--- src/rtl/irq_ctrl.sv ---
// irq_ctrl: fixed-priority interrupt controller with ENABLE, PENDING, CLAIM and COMPLETE registers.
// Define IRQ_CTRL_EDGE_EN for rising-edge source detection; the default build latches sources by level.
module irq_ctrl #(
  parameter int NUM_SRC = 8
) (
  input  logic               clk_i,
  input  logic               reset_i,
  input  logic [NUM_SRC-1:0] irq_src_i,
  output logic               meip_o,
  input  logic               irq_ack_i,
  input  logic               we_i,
  input  logic [1:0]         addr_i,
  input  logic [31:0]        wdata_i,
  output logic [31:0]        rdata_o
);

  typedef enum logic [1:0] {IDLE, ASSERT, SERVICE} state_e;

  localparam logic [1:0] ADDR_ENABLE   = 2'd0;
  localparam logic [1:0] ADDR_PENDING  = 2'd1;
  localparam logic [1:0] ADDR_CLAIM    = 2'd2;
  localparam logic [1:0] ADDR_COMPLETE = 2'd3;

  state_e             state_q, state_d;
  logic [NUM_SRC-1:0] enable_q;
  logic [NUM_SRC-1:0] pending_q, pending_d;
  logic [NUM_SRC-1:0] eligible;
  logic [NUM_SRC-1:0] detect;
  logic [NUM_SRC-1:0] w1c_mask;
  logic [NUM_SRC-1:0] win_onehot;
  logic [3:0]         claim_q;
  logic [3:0]         win_id;
  logic               ack_take;
  logic               complete_hit;
  logic               unused_wdata;

  assign unused_wdata = ^wdata_i;

`ifdef IRQ_CTRL_EDGE_EN
  logic [NUM_SRC-1:0] src_prev_q;

  always_ff @(posedge clk_i or negedge reset_i) begin
    if (!reset_i) src_prev_q <= '0;
    else          src_prev_q <= irq_src_i;
  end

  assign detect = irq_src_i & ~src_prev_q;
`else
  assign detect = irq_src_i;
`endif

  assign eligible   = pending_q & enable_q;
  assign win_onehot = eligible & (~eligible + 1'b1);

  // Lowest index wins, so scan downward and let the last hit stick.
  always_comb begin
    win_id = '0;
    for (int i = NUM_SRC - 1; i >= 0; i--) begin
      if (eligible[i]) win_id = 4'(i + 1);
    end
  end

  assign ack_take     = (state_q == ASSERT) && irq_ack_i && (eligible != '0);
  assign complete_hit = (state_q == SERVICE) && we_i && (addr_i == ADDR_COMPLETE)
                        && (wdata_i[3:0] == claim_q);
  assign w1c_mask     = (we_i && addr_i == ADDR_PENDING) ? wdata_i[NUM_SRC-1:0] : '0;

  // New detections beat software clears; a claim clears its bit even against a new detection.
  assign pending_d = ((pending_q & ~w1c_mask) | detect) & ~(ack_take ? win_onehot : '0);

  always_ff @(posedge clk_i or negedge reset_i) begin
    if (!reset_i) begin
      enable_q  <= '0;
      pending_q <= '0;
      claim_q   <= '0;
    end else begin
      pending_q <= pending_d;
      if (we_i && addr_i == ADDR_ENABLE) enable_q <= wdata_i[NUM_SRC-1:0];
      if (ack_take)          claim_q <= win_id;
      else if (complete_hit) claim_q <= '0;
    end
  end

  always_ff @(posedge clk_i or negedge reset_i) begin
    if (!reset_i) state_q <= IDLE;
    else          state_q <= state_d;
  end

  always_comb begin
    state_d = state_q;
    unique case (state_q)
      IDLE: begin
        if (eligible != '0) state_d = ASSERT;
      end
      ASSERT: begin
        if (eligible == '0) state_d = IDLE;
        else if (irq_ack_i) state_d = SERVICE;
      end
      SERVICE: begin
        if (complete_hit) state_d = IDLE;
      end
      default: state_d = IDLE;
    endcase
  end

  always_comb begin
    meip_o = (state_q == ASSERT);
  end

  always_comb begin
    rdata_o = '0;
    unique case (addr_i)
      ADDR_ENABLE:   rdata_o[NUM_SRC-1:0] = enable_q;
      ADDR_PENDING:  rdata_o[NUM_SRC-1:0] = pending_q;
      ADDR_CLAIM:    rdata_o[3:0]         = claim_q;
      ADDR_COMPLETE: rdata_o              = '0;
      default:       rdata_o              = '0;
    endcase
  end

endmodule

--- config.mk ---
export PLATFORM = sky130hd
export DESIGN_NAME = irq_ctrl
export DESIGN_NICKNAME = d
export VERILOG_FILES = /design/src/rtl/irq_ctrl.sv
export SDC_FILE = /design/constraint.sdc
export NUM_CORES = 1
export LEC_CHECK = 0
export ABC_CLOCK_PERIOD_IN_PS = 2400
export BUFFER_PORTS_ARGS = -buffer_cell sky130_fd_sc_hd__buf_2
export CAP_MARGIN = 20
export CORE_MARGIN = 2
export CORE_UTILIZATION = 25
export CTS_BUF_LIST = sky130_fd_sc_hd__clkbuf_8
export DETAILED_ROUTE_END_ITERATION = 10
export PLACE_DENSITY = 0.48
export SKIP_LAST_GASP = 1
export SLEW_MARGIN = 0
export SYNTH_ARGS = -nofsm -noshare
export SYNTH_HDL_FRONTEND = slang
export SYNTH_SLANG_ARGS = --single-unit
--- constraint.sdc ---
create_clock -name clk_i -period 2.4 [get_ports clk_i]
set_input_delay 0.24 -clock clk_i [delete_from_list [all_inputs] [get_ports clk_i]]
set_output_delay 0.24 -clock clk_i [all_outputs]
set_load 0.02 [all_outputs]
-- Word-level counts from Yosys, hierarchy flattened
Cells that the tools add are included.
- order comparisons: 0
- $mul: 0
- $add $sub $neg: 1
- bitwise operators: 8
- shift operators: 0
- eq/ne operators: 9
- mux-type cells: 19
- reduce and logical (&&, ||, !) cells: 13
- div/mod/pow operators: 0
- operator list (cell ; count):
    two-way mux 4 bit ; 10
    bitwise AND 8 bit ; 4
    inverter 8 bit ; 3
    two-way mux 8 bit ; 2
    one-hot mux 4 bit (4 select lines) ; 1
    adder 8 x 1 -> 8 bit (second input constant) ; 1
    logical NOT 8 bit ; 1
    two-way mux 2 bit ; 4
    bitwise OR 8 bit ; 1
    one-hot mux 4 bit (2 select lines) ; 1
    nonzero test 8 bit ; 1
    logical AND 1 bit ; 7
    equality test 2 bit (second input constant) ; 3
    one-hot mux 2 bit (3 select lines) ; 1
    equality test 2 x 1 -> 1 bit (second input constant) ; 2
    equality test 4 bit ; 1
    logical NOT 2 bit ; 2
    != test 2 bit (second input constant) ; 2
    != test 3 x 1 -> 1 bit (second input constant) ; 1
    AND reduction 3 bit ; 1
    nonzero test 2 bit ; 1
- input port bits: 46
- bits in read-only memories: 0
- register bits after elaboration: 22
- bits in writable memories: 0
- bits in latches: 0
- memories kept: 0

-- Depth between registers and ports, before layout
Gate-level depths: netlist of run 1.
- depth in word-level cells: 10
- depth in mapped cells: 5

-- Worst setup path after synthesis of run 1
OpenSTA, ideal clock, no wires.
- path kind: reg-to-reg
- start point: register enable_q[3]
- end point: register claim_q[1]
- required time: 2.280 ns
- clock period less this slack: 1.308 ns
- cell stages (with the launch flop): 5
- library setup time: 0.120 ns
- arrival time: 1.189 ns
- buffers on the path: 0
- slack: 1.092 ns
- cells stage by stage: dfrtp_1 a22oi_2 a41o_2 a211oi_1 a31o_1
- longest elaborated chain between the ends: 6
- elaborated cells on any way between the ends: 9
- classes of those cells: mux: 5; bitwise: 1; reduce/logical: 3
- ends and longest elaborated chain (element ; line ; text):
    from (decl) ; 25 ; logic [NUM_SRC-1:0] enable_q;
    from (signal assigned) ; 78 ; if (we_i && addr_i == ADDR_ENABLE) enable_q <= wdata_i[NUM_SRC-1:0];
    bitwise AND 8 bit * ; 52 ; assign eligible = pending_q & enable_q;
    two-way mux 4 bit (4 in a row) ; 59 ; if (eligible[i]) win_id = 4'(i + 1);
    two-way mux 4 bit ; 79 ; if (ack_take) claim_q <= win_id;
    to (signal assigned) ; 79 ;
    to (decl) ; 31 ; logic [3:0] claim_q;
Mark *: on every way between the ends. The rest lies on a longest branch, timed or not.
A chain may end at the register's enable or synchronous reset.

-- Final worst setup path of run 1
- start point: register pending_q[2]
- end point: register claim_q[3]
- longest elaborated chain between the ends: 5
- elaborated cells on any way between the ends: 8
- classes of those cells: mux: 4; bitwise: 1; reduce/logical: 3
- ends and longest elaborated chain (element ; line ; text):
    from (decl) ; 26 ; logic [NUM_SRC-1:0] pending_q, pending_d;
    from (signal assigned) ; 77 ; pending_q <= pending_d;
    bitwise AND 8 bit * ; 52 ;
    two-way mux 4 bit (3 in a row) ; 59 ;
    two-way mux 4 bit ; 79 ;
Marks and branches as above.

==> results of run 1 <==
-- critical path, stage by stage, from the launching register on --
cell     delay (ns)
dfrtp_1        0.46
a22oi_4        0.26
nor3b_4        0.34
and4_1         0.28
a31o_1         0.11
-- what timing repair did --
item,CTS,global route
hold buffers,1,0
hold endpoints to repair,22,0
setup endpoints to repair,0,0
-- power by group through the flow --
stage / registers [W] / clock network (W) / logic [W]
5_1_grt: 0.000578 / 0.000299 / 0.000518
3_5_place_dp: 0.000569 / 0 / 0.000472
2_1_floorplan: 0.000544 / 0 / 0.000400
6_report: 0.000562 / 0.000271 / 0.000469
4_1_cts: 0.000562 / 0.000280 / 0.000475
3_3_place_gp: 0.000567 / 0 / 0.000473
-- registers in the layout, indices dropped and copies added (netlist names) --
signal / count
pending_q: 8
enable_q: 8
claim_q: 4
state_q: 2
-- area by class of cell --
type | count | area, um2
tap | 72 | 90.1
fill | 640 | 3960
clock buffer | 4 | 55.1
multi-input combinational | 123 | 797
timing repair buffer | 31 | 160
sequential | 22 | 551
-- synth_stat cells, types with 4 or more instances --
cell,n
mux2i_1,8
o21ai_0,4
dfrtp_1,22
buf_4,24
a21oi_1,11
nand2_1,18
mux2_1,8
nor2_1,8
xnor2_1,4
a31oi_1,6
-- stage by stage --
step / area (um2) / hold slack, ns / setup WS, ns
after floorplan: 1560 / -0.0556 / 1.09
final: 1650 / 0.198 / 0.908
after CTS: 1650 / 0.200 / 0.876
after global placement: 1590 / 0.246 / 0.832
after detailed placement: 1590 / 0.256 / 0.836
after global routing: 1650 / 0.198 / 0.823
-- path summary, 6_finish.rpt --
kind                       slack (ns)               startpoint  cells past startpoint                      end
min                              0.20             irq_src_i[7]                      3   pending_q[7]$_DFF_PN0_
max in group asynchronous        1.55                  reset_i                      2   pending_q[3]$_DFF_PN0_
max reg2reg                      0.91   pending_q[2]$_DFF_PN0_                      4   claim_q[3]$_DFFE_PN0P_
min in group asynchronous        0.48                  reset_i                      2   pending_q[2]$_DFF_PN0_
max                              0.91   pending_q[2]$_DFF_PN0_                      4   claim_q[3]$_DFFE_PN0P_
min reg2reg                      0.55  enable_q[7]$_DFFE_PN0P_                      1  enable_q[7]$_DFFE_PN0P_
-- kinds of logic (layout without fill, tap and decap cells) --
group | count (synthesis) | after routing | share of synthesized area
AOI/OAI and AO/OA | 36 | 36 | 0.172
xor gates and xnor gates | 4 | 4 | 0.0238
buffers and inverters | 28 | 35 | 0.144
DFF | 22 | 22 | 0.374
muxes | 16 | 16 | 0.116
other | 1 | 24 | 0.00255
and+or+nand+nor | 43 | 43 | 0.169
-- metal layers --
metal,share of wire,vias up
met3,0.052,2
met5,0,-
met2,0.45,32
met1,0.50,518
met4,0.0049,0
li1,-,548
==> qor.txt, run 1 <==
Status -> complete, no violations
Worst path arrival time -> 1.70 ns
Setup Buffers After CTS -> 0
Required time worst endpoint -> 2.60 ns
# IOs -> 79
Overall power -> 0.00130 W
Chip height -> 80.8 um
Total Nets Final -> 227
Crit start category -> flip-flop
Async SR Flop Fraction -> 1.00
Clock Latency Late Sink -> 0.26 ns
Via count -> 1,100
Final Hold Fails -> 0
GRT busiest layer -> met2
EDFF count, synth -> 0
Met3 usage -> 0.0289
Synth Warn # -> 0
Synth Register Bits -> 22
Syn_area_per_cell -> 9.82 um2
Clock power frac -> 0.208
Area of the core -> 0.00561 mm2
Die ar. -> 0.00652 mm2
Top cells by area, synth -> dfrtp_1 37%, buf_4 12%, mux2_1 6.1%, mux2i_1 5.4%, nand2_1 4.6%
Final ANT Viol Nets -> 0
Leakage power -> 0.743 nW
All-layer global routing usage -> 0.112
Most frequent cells in the layout -> 30 x buf_2, 24 x conb_1, 22 x dfrtp_1, 18 x nand2_1, 11 x a21oi_1
Comb power frac -> 0.360
Starting DRT DRC Count -> 64
Seq/Total Area, Yosys -> 0.374
Fin crit period -> 1.49 ns
Internal power -> 0.000807 W
Sink Count -> 22
Clock Pin Slew Worst Setup and Hold Paths -> 0.08 ns
DIE WIDTH -> 80.8 um
RSZ-0062 raised after global routing -> no
Slew @ Worst Pin -> 0.576 ns
Mapped Area -> 0.00147 mm2
Seq pwr share -> 0.431
Clk root buf -> clkbuf_8
Post-DP HPWL -> 2.60 mm
WL final -> 3.49 mm
Initial antenna violation count -> 0
Top cell type's share of synthesized area -> 0.374
Most used DFF post-synth -> dfrtp_1
Reported net switching power -> 0.000496 W
Clock Skew -> 0.00147 ns
Max_cap viols -> 0
Cts bufs inserted -> 3
Post-route setup TNS -> 0 ns
CTS tree -> yes
# setup viols final -> 0
Largest area contributor in the netlist -> dfrtp_1
Fmax -> 670 MHz
Placed cell count -> 247
Layout cells sized above 1 -> 0.228
Number of vias per cell -> 4.37
Fin crit share -> 0.622
Largest net degree at the start of global routing -> 23
Floorplan row count -> 27
Crit Path Class -> reg2reg
Initial core utilization -> 0.263
Vias in the first global route -> 1,043
Post-Synthesis Cells -> 150
Class of the worst hold path -> in2reg
Area growth, synth to finish -> 12.2%
Layout Cells excl Fill -> 252
IO buf count -> 30
Synth cell types -> 36
First-pass GRT wire length -> 5.49 mm
Max FO, Critical Path -> 5
Pins over their slew limit -> 0
Peak supply drop -> 0.274 mV
Core Util, Final -> 0.295
Worst Setup End Kind -> flip-flop
WL/cell -> 13.8 um
Drt pass-1 iters -> 4
Global route total overflow -> 0
N_diodes -> 0
Most common cell after layout, fill and taps aside -> buf_2
Rel. slew slack -> 0.616
GPL Wtd Cong -> 0.716
Pwr/cell area -> 788 mW/mm2
CTS H-tree lvls -> 1
Met1 usage -> 0.166
Global routing met2 resource utilization -> 0.167
Post-cts sizing count -> 0
Clk buf depth -> 2
Drt drc -> 0
Sw Share -> 0.380
Note: power is estimated with default switching activity, not from simulation.
==> inputs of run 2 (changes only) <==
--- a/config.mk
+++ b/config.mk
@@ -5,7 +5,7 @@
 export SDC_FILE = /design/constraint.sdc
 export NUM_CORES = 1
 export LEC_CHECK = 0
-export ABC_CLOCK_PERIOD_IN_PS = 2400
+export ABC_CLOCK_PERIOD_IN_PS = 1400
 export BUFFER_PORTS_ARGS = -buffer_cell sky130_fd_sc_hd__buf_2
 export CAP_MARGIN = 20
 export CORE_MARGIN = 2
==> constraint.sdc (replaced) <==
create_clock -name clk_i -period 1.4 [get_ports clk_i]
set_input_delay 0.14 -clock clk_i [delete_from_list [all_inputs] [get_ports clk_i]]
set_output_delay 0.14 -clock clk_i [all_outputs]
set_load 0.02 [all_outputs]
==> qor.txt, run 2 (same netlist as run 1, synthesis figures left out) <==
Status -> complete, no violations (unchanged)
Die ar. -> 0.00652 mm2 (unchanged)
Drt drc -> 0 (unchanged)
FF-to-FF Start -> enable_q[3]$_DFFE_PN0P_ (was pending_q[2]$_DFF_PN0_)
Floorplan row count -> 27 (unchanged)
CTS tree -> yes (unchanged)
Slew @ Worst Pin -> 0.537 ns (was 0.576 ns)
CP delay by family, top -> flip-flops (was simple AND/OR/NAND/NOR gates)
HP Start -> irq_src_i[7] (unchanged)
Pre-CTS setup slack -> 0.0475 ns (was 0.836 ns)
WL/cell -> 13.3 um (was 13.8 um)
Global route total overflow -> 0 (unchanged)
Seq pwr share -> 0.379 (was 0.431)
R2r setup slk -> 0.06 ns (was 0.91 ns)
Post-DP HPWL -> 2.88 mm (was 2.60 mm)
GPL Wtd Cong -> 0.748 (was 0.716)
DR top layer -> met4 (unchanged)
Number of vias per cell -> 4.29 (was 4.37)
Clk buf depth -> 2 (unchanged)
Critical Path Max Stage Delay -> 0.42 ns (was 0.46 ns)
Rel. slew slack -> 0.642 (was 0.616)
Vias in the first global route -> 1,191 (was 1,043)
N_diodes -> 0 (unchanged)
Initial antenna violation count -> 0 (unchanged)
Most frequent cells in the layout -> 28 x buf_2, 27 x buf_4, 24 x conb_1, 22 x dfrtp_1, 18 x nand2_1 (was 30 x buf_2, 24 x conb_1, 22 x dfrtp_1, 18 x nand2_1, 11 x a21oi_1)
Sink Count -> 22 (unchanged)
WL final -> 3.73 mm (was 3.49 mm)
Sw Share -> 0.370 (was 0.380)
Reported net switching power -> 0.000904 W (was 0.000496 W)
Cts bufs inserted -> 3 (unchanged)
Routed met3 length -> 217 um (was 183 um)
Layout cells sized above 1 -> 0.351 (was 0.228)
Comb power frac -> 0.457 (was 0.360)
Area growth, synth to finish -> 28.9% (was 12.2%)
Worst path arrival time -> 1.21 ns (was 1.70 ns)
CTS H-tree lvls -> 1 (unchanged)
Clock power frac -> 0.164 (was 0.208)
Class of the worst hold path -> in2reg (unchanged)
Clock Latency Late Sink -> 0.26 ns (about the same)
Fillers -> 595 (was 640)
Fin crit share -> 0.963
DR WL met2 -> 1.70 mm (was 1.56 mm)
CP max stage cell -> dfrtp_1 (unchanged)
Largest regs -> enable_q (8), pending_q (8), claim_q (4) (unchanged)
DIE WIDTH -> 80.8 um (unchanged)
Clock Pin Slew Worst Setup and Hold Paths -> 0.08 ns (about the same)
IO buf count -> 30 (unchanged)
Max FO, Critical Path -> 3 (was 5)
Worst Hold Path EP -> pending_q[7]$_DFF_PN0_ (unchanged)
Internal power -> 0.00154 W (was 0.000807 W)
Worst R2R Path Depth -> 4 (unchanged)
Clk root buf -> clkbuf_8 (unchanged)
Clock Skew -> 0.00682 ns (was 0.00147 ns)
Hold Path Depth -> 3 (unchanged)
Wl on met1 -> 1.79 mm (was 1.73 mm)
Buf+Inv Stages, Crit Path -> 2 (was 0)
Max_cap viols -> 0 (unchanged)
Pwr/cell area -> 1290 mW/mm2 (was 788 mW/mm2)
Peak supply drop -> 0.435 mV (was 0.274 mV)
Core Util, Final -> 0.338 (was 0.295)
Final Hold Fails -> 0 (unchanged)
Post-route setup TNS -> 0 ns (unchanged)
Final ANT Viol Nets -> 0 (unchanged)
Most common cell after layout, fill and taps aside -> buf_2 (unchanged)
Via count -> 1,201 (was 1,100)
Chip height -> 80.8 um (unchanged)
Fin crit period -> 1.35 ns
Fmax -> 742 MHz
First-pass GRT wire length -> 5.93 mm (was 5.49 mm)
All-layer global routing usage -> 0.121 (was 0.112)
# IOs -> 79 (unchanged)
Crit start category -> flip-flop (unchanged)
Leakage power -> 0.886 nW (was 0.743 nW)
Worst Setup End Kind -> output pin (was flip-flop)
Reg-to-Reg End -> claim_q[1]$_DFFE_PN0P_ (was claim_q[3]$_DFFE_PN0P_)
Crit Path Class -> reg2out (was reg2reg)
Largest net degree at the start of global routing -> 23 (unchanged)
Area of the core -> 0.00561 mm2 (unchanged)
Worst Setup Slack, final -> 0.0515 ns (was 0.908 ns)
Total Nets Final -> 256 (was 227)
# setup viols final -> 0 (unchanged)
Crit-path cells -> buf_6 -> mux2i_1 -> o21ai_1 -> buf_4 (was a22oi_4 -> nor3b_4 -> and4_1 -> a31o_1)
Required time worst endpoint -> 1.26 ns (was 2.60 ns)
Drt pass-1 iters -> 4 (unchanged)
RSZ-0062 raised after global routing -> yes (was no)
Initial core utilization -> 0.263 (unchanged)
Starting DRT DRC Count -> 61 (was 64)
Pins over their slew limit -> 0 (unchanged)
==> run 2: cell count changes in the layout (fill, tap and decap cells not counted), sizes merged <==
cell and delta:
clkbuf -1, buf +29
==> run 2: metrics by stage <==
step | cell area [um2] | total power (W) | hold WS, ns | instances
3_5_place_dp | 1800 | 0.00200 | 0.159 | 274
2_1_floorplan | 1560 | 0.00162 | -0.156 | 173
3_3_place_gp | 1800 | 0.00200 | 0.151 | 274
5_1_grt | 1900 | 0.00262 | 0.112 | 280
6_report | 1900 | 0.00245 | 0.0934 | 280
4_1_cts | 1850 | 0.00242 | 0.0909 | 278
==> run 2: per-layer routing <==
metal,vias up,track usage
met5,-,0
met2,38,0.194
li1,611,-
met4,0,0.0102
met1,550,0.174
met3,2,0.0278
==> run 2: worst max path at each step <==
stage	cells after the start	endpoint	from
after global placement	4	claim_q[3]$_DFFE_PN0P_	state_q[0]$_DFFE_PN0P_
after floorplan	4	claim_q[1]$_DFFE_PN0P_	enable_q[3]$_DFFE_PN0P_
after global routing	5	claim_q[3]$_DFFE_PN0P_	state_q[1]$_DFFE_PN0P_
after CTS	4	claim_q[3]$_DFFE_PN0P_	state_q[0]$_DFFE_PN0P_
final	4	rdata_o[2]	pending_q[2]$_DFF_PN0_
after detailed placement	4	claim_q[3]$_DFFE_PN0P_	state_q[0]$_DFFE_PN0P_
==> run 2: layout make-up <==
| type | count | area, um2 | area share |
|---|---|---|---|
| Tap cell | 72 | 90.1 | 0.0475 |
| Clock buffer | 3 | 41.3 | 0.0218 |
| Timing Repair Buffer | 60 | 407 | 0.214 |
| Sequential cell | 22 | 551 | 0.290 |
| Multi-Input combinational cell | 123 | 810 | 0.426 |
==> run 2: repair_timing <==
action	CTS	global route
setup buffers	0	2
pin swaps	0	2
hold buffers	1	0
endpoints found under the hold margin	22	0
endpoints found under the setup margin	1	10
resized for setup	1	11
==> run 2: worst reg2reg max path, cell delays in order (launching register included) <==
cell,delay (ns)
dfrtp_1,0.39
a22oi_2,0.28
a41o_2,0.32
a211oi_1,0.08
a31o_1,0.18
==> run 2: power by group through the flow <==
stage               Combinational, W  Clock, W  Sequential, W
floorplan                   0.000686         0       0.000933
global placement             0.00106         0       0.000930
detailed placement           0.00107         0       0.000931
CTS                          0.00108  0.000420       0.000919
global route                 0.00123  0.000434       0.000953
finish                       0.00112  0.000401       0.000927
==> inputs of run 3 (changes only) <==
--- a/config.mk
+++ b/config.mk
@@ -6,13 +6,14 @@
 export NUM_CORES = 1
 export LEC_CHECK = 0
 export ABC_CLOCK_PERIOD_IN_PS = 1400
-export BUFFER_PORTS_ARGS = -buffer_cell sky130_fd_sc_hd__buf_2
+export BUFFER_PORTS_ARGS = -buffer_cell sky130_fd_sc_hd__clkbuf_2
 export CAP_MARGIN = 20
 export CORE_MARGIN = 2
 export CORE_UTILIZATION = 25
 export CTS_BUF_LIST = sky130_fd_sc_hd__clkbuf_8
 export DETAILED_ROUTE_END_ITERATION = 10
 export PLACE_DENSITY = 0.48
+export REMOVE_ABC_BUFFERS = 1
 export SKIP_LAST_GASP = 1
 export SLEW_MARGIN = 0
 export SYNTH_ARGS = -nofsm -noshare
==> qor.txt, run 3 (same netlist as run 1, synthesis figures left out) <==
N_diodes -> 0 (unchanged)
Comb power frac -> 0.447 (was 0.457)
RSZ-0062 raised after global routing -> yes (unchanged)
Crit Path Class -> reg2out (unchanged)
Clock power frac -> 0.189 (was 0.164)
Floorplan row count -> 27 (unchanged)
Class of the worst hold path -> in2reg (unchanged)
Rel. slew slack -> 0.596 (was 0.642)
Area of the core -> 0.00561 mm2 (unchanged)
Most frequent cells in the layout -> 27 x clkbuf_2, 25 x buf_4, 24 x conb_1, 22 x dfrtp_1, 18 x nand2_1 (was 28 x buf_2, 27 x buf_4, 24 x conb_1, 22 x dfrtp_1, 18 x nand2_1)
Placed Area -> 0.00179 mm2 (was 0.00180 mm2)
Cts bufs inserted -> 3 (unchanged)
Vias in the first global route -> 1,148 (was 1,191)
CTS tree -> yes (unchanged)
Crit-path cells -> buf_6 -> mux2i_1 -> o21ai_1 -> buf_4 (unchanged)
Via count -> 1,196 (was 1,201)
Fin crit share -> 0.990 (was 0.963)
Core Util, Final -> 0.344 (was 0.338)
Post-route setup TNS -> 0 ns (unchanged)
All-layer global routing usage -> 0.119 (was 0.121)
Status -> complete, no violations (unchanged)
Reported net switching power -> 0.000942 W (was 0.000904 W)
Layout cells sized above 1 -> 0.356 (was 0.351)
R2r setup slk -> 0.05 ns (was 0.06 ns)
Fmax -> 722 MHz (was 742 MHz)
Area growth, synth to finish -> 31.1% (was 28.9%)
Layout Cells excl Fill -> 280 (unchanged)
CP max stage cell -> dfrtp_1 (unchanged)
Peak supply drop -> 0.498 mV (was 0.435 mV)
Final ANT Viol Nets -> 0 (unchanged)
Global route total overflow -> 0 (unchanged)
# IOs -> 79 (unchanged)
Clock Skew -> 0.0107 ns (was 0.00682 ns)
Initial core utilization -> 0.263 (unchanged)
Worst path arrival time -> 1.25 ns (was 1.21 ns)
Fin crit period -> 1.39 ns (was 1.35 ns)
Die ar. -> 0.00652 mm2 (unchanged)
Slew @ Worst Pin -> 0.606 ns (was 0.537 ns)
Leakage power -> 0.896 nW (was 0.886 nW)
Critical Path Max Stage Delay -> 0.44 ns (was 0.42 ns)
Finished Cell Area -> 0.00193 mm2 (was 0.00190 mm2)
Crit start category -> flip-flop (unchanged)
CTS H-tree lvls -> 1 (unchanged)
Initial antenna violation count -> 0 (unchanged)
# setup viols final -> 0 (unchanged)
Pins over their slew limit -> 0 (unchanged)
Post-DP HPWL -> 2.88 mm (about the same)
Final Hold Fails -> 0 (unchanged)
Most common cell after layout, fill and taps aside -> clkbuf_2 (was buf_2)
First-pass GRT wire length -> 5.85 mm (was 5.93 mm)
Pwr/cell area -> 1320 mW/mm2 (was 1290 mW/mm2)
WL/cell -> 13.6 um (was 13.3 um)
Starting DRT DRC Count -> 54 (was 61)
DIE WIDTH -> 80.8 um (unchanged)
Fillers -> 623 (was 595)
Required time worst endpoint -> 1.26 ns (about the same)
Seq pwr share -> 0.364 (was 0.379)
IO buf count -> 30 (unchanged)
Number of vias per cell -> 4.27 (was 4.29)
Chip height -> 80.8 um (unchanged)
Sink Count -> 22 (unchanged)
Clk buf depth -> 2 (unchanged)
Placed cell count -> 270 (was 274)
Total Nets Final -> 255 (was 256)
Drt pass-1 iters -> 4 (unchanged)
Max_cap viols -> 0 (unchanged)
Max FO, Critical Path -> 4 (was 3)
Clock Pin Slew Worst Setup and Hold Paths -> 0.09 ns (was 0.08 ns)
Largest net degree at the start of global routing -> 23 (unchanged)
Clk root buf -> clkbuf_8 (unchanged)
Clock Latency Late Sink -> 0.28 ns (was 0.26 ns)
WL final -> 3.80 mm (was 3.73 mm)
Internal power -> 0.00160 W (was 0.00154 W)
Sw Share -> 0.370 (about the same)
Largest regs -> enable_q (8), pending_q (8), claim_q (4) (unchanged)
Worst Setup End Kind -> output pin (unchanged)
GPL Wtd Cong -> 0.833 (was 0.748)
Drt drc -> 0 (unchanged)
-- run 3: routing by layer --
layer  track usage  share of wire  vias up
met5             0              0        -
met4        0.0254         0.0079        0
met3        0.0267          0.049        4
met2         0.187           0.45       34
met1         0.169           0.49      554
li1              -              -      604
-- run 3: through the flow --
step	setup slack, ns	total power, W	hold WS, ns
6_report	0.0140	0.00254	0.0915
5_1_grt	-0.0538	0.00271	0.110
4_1_cts	-0.0329	0.00247	0.0832
3_5_place_dp	0.0314	0.00196	0.175
3_3_place_gp	0.0300	0.00195	0.178
2_1_floorplan	0.0916	0.00154	-0.156
-- run 3: cell type report --
class | instances | area, um2 | share of cell area
Multi-Input combinational cell | 123 | 827 | 0.428
Sequential cell | 22 | 551 | 0.285
Timing Repair Buffer | 59 | 408 | 0.211
Clock buffer | 4 | 55.1 | 0.0285
Tap cell | 72 | 90.1 | 0.0467
-- run 3: critical path: cells and delay by family (launching register included) --
kind / cells / cell delay (ns)
AOI/OAI and AO/OA: 1 / 0.10
buffers and inverters: 2 / 0.30
DFF: 1 / 0.44
muxes: 1 / 0.13
-- run 3: power by group through the flow --
stage | clock, W | sequential (W) | combinational, W
floorplan | 0 | 0.000933 | 0.000603
global placement | 0 | 0.000935 | 0.00102
detailed placement | 0 | 0.000936 | 0.00102
CTS | 0.000511 | 0.000918 | 0.00105
global route | 0.000510 | 0.000942 | 0.00126
finish | 0.000481 | 0.000925 | 0.00114
-- run 3: path summary, 6_finish.rpt --
check	from	end	cells after the start
worst max-delay path	pending_q[1]$_DFF_PN0_	rdata_o[1]	4
worst min-delay path	wdata_i[7]	enable_q[7]$_DFFE_PN0P_	2
worst max register to register	state_q[0]$_DFFE_PN0P_	claim_q[3]$_DFFE_PN0P_	4
worst min register to register	enable_q[0]$_DFFE_PN0P_	enable_q[0]$_DFFE_PN0P_	1
max in group asynchronous	reset_i	enable_q[6]$_DFFE_PN0P_	2
min in group asynchronous	reset_i	enable_q[1]$_DFFE_PN0P_	2
-- run 3: what timing repair did --
item                       4_1_cts  5_1_grt
gates resized for setup          3       12
hold endpoints to repair        22        0
hold buffers                     1        0
pin swaps                        0       10
setup endpoints to repair        3        9
setup buffers                    1        4
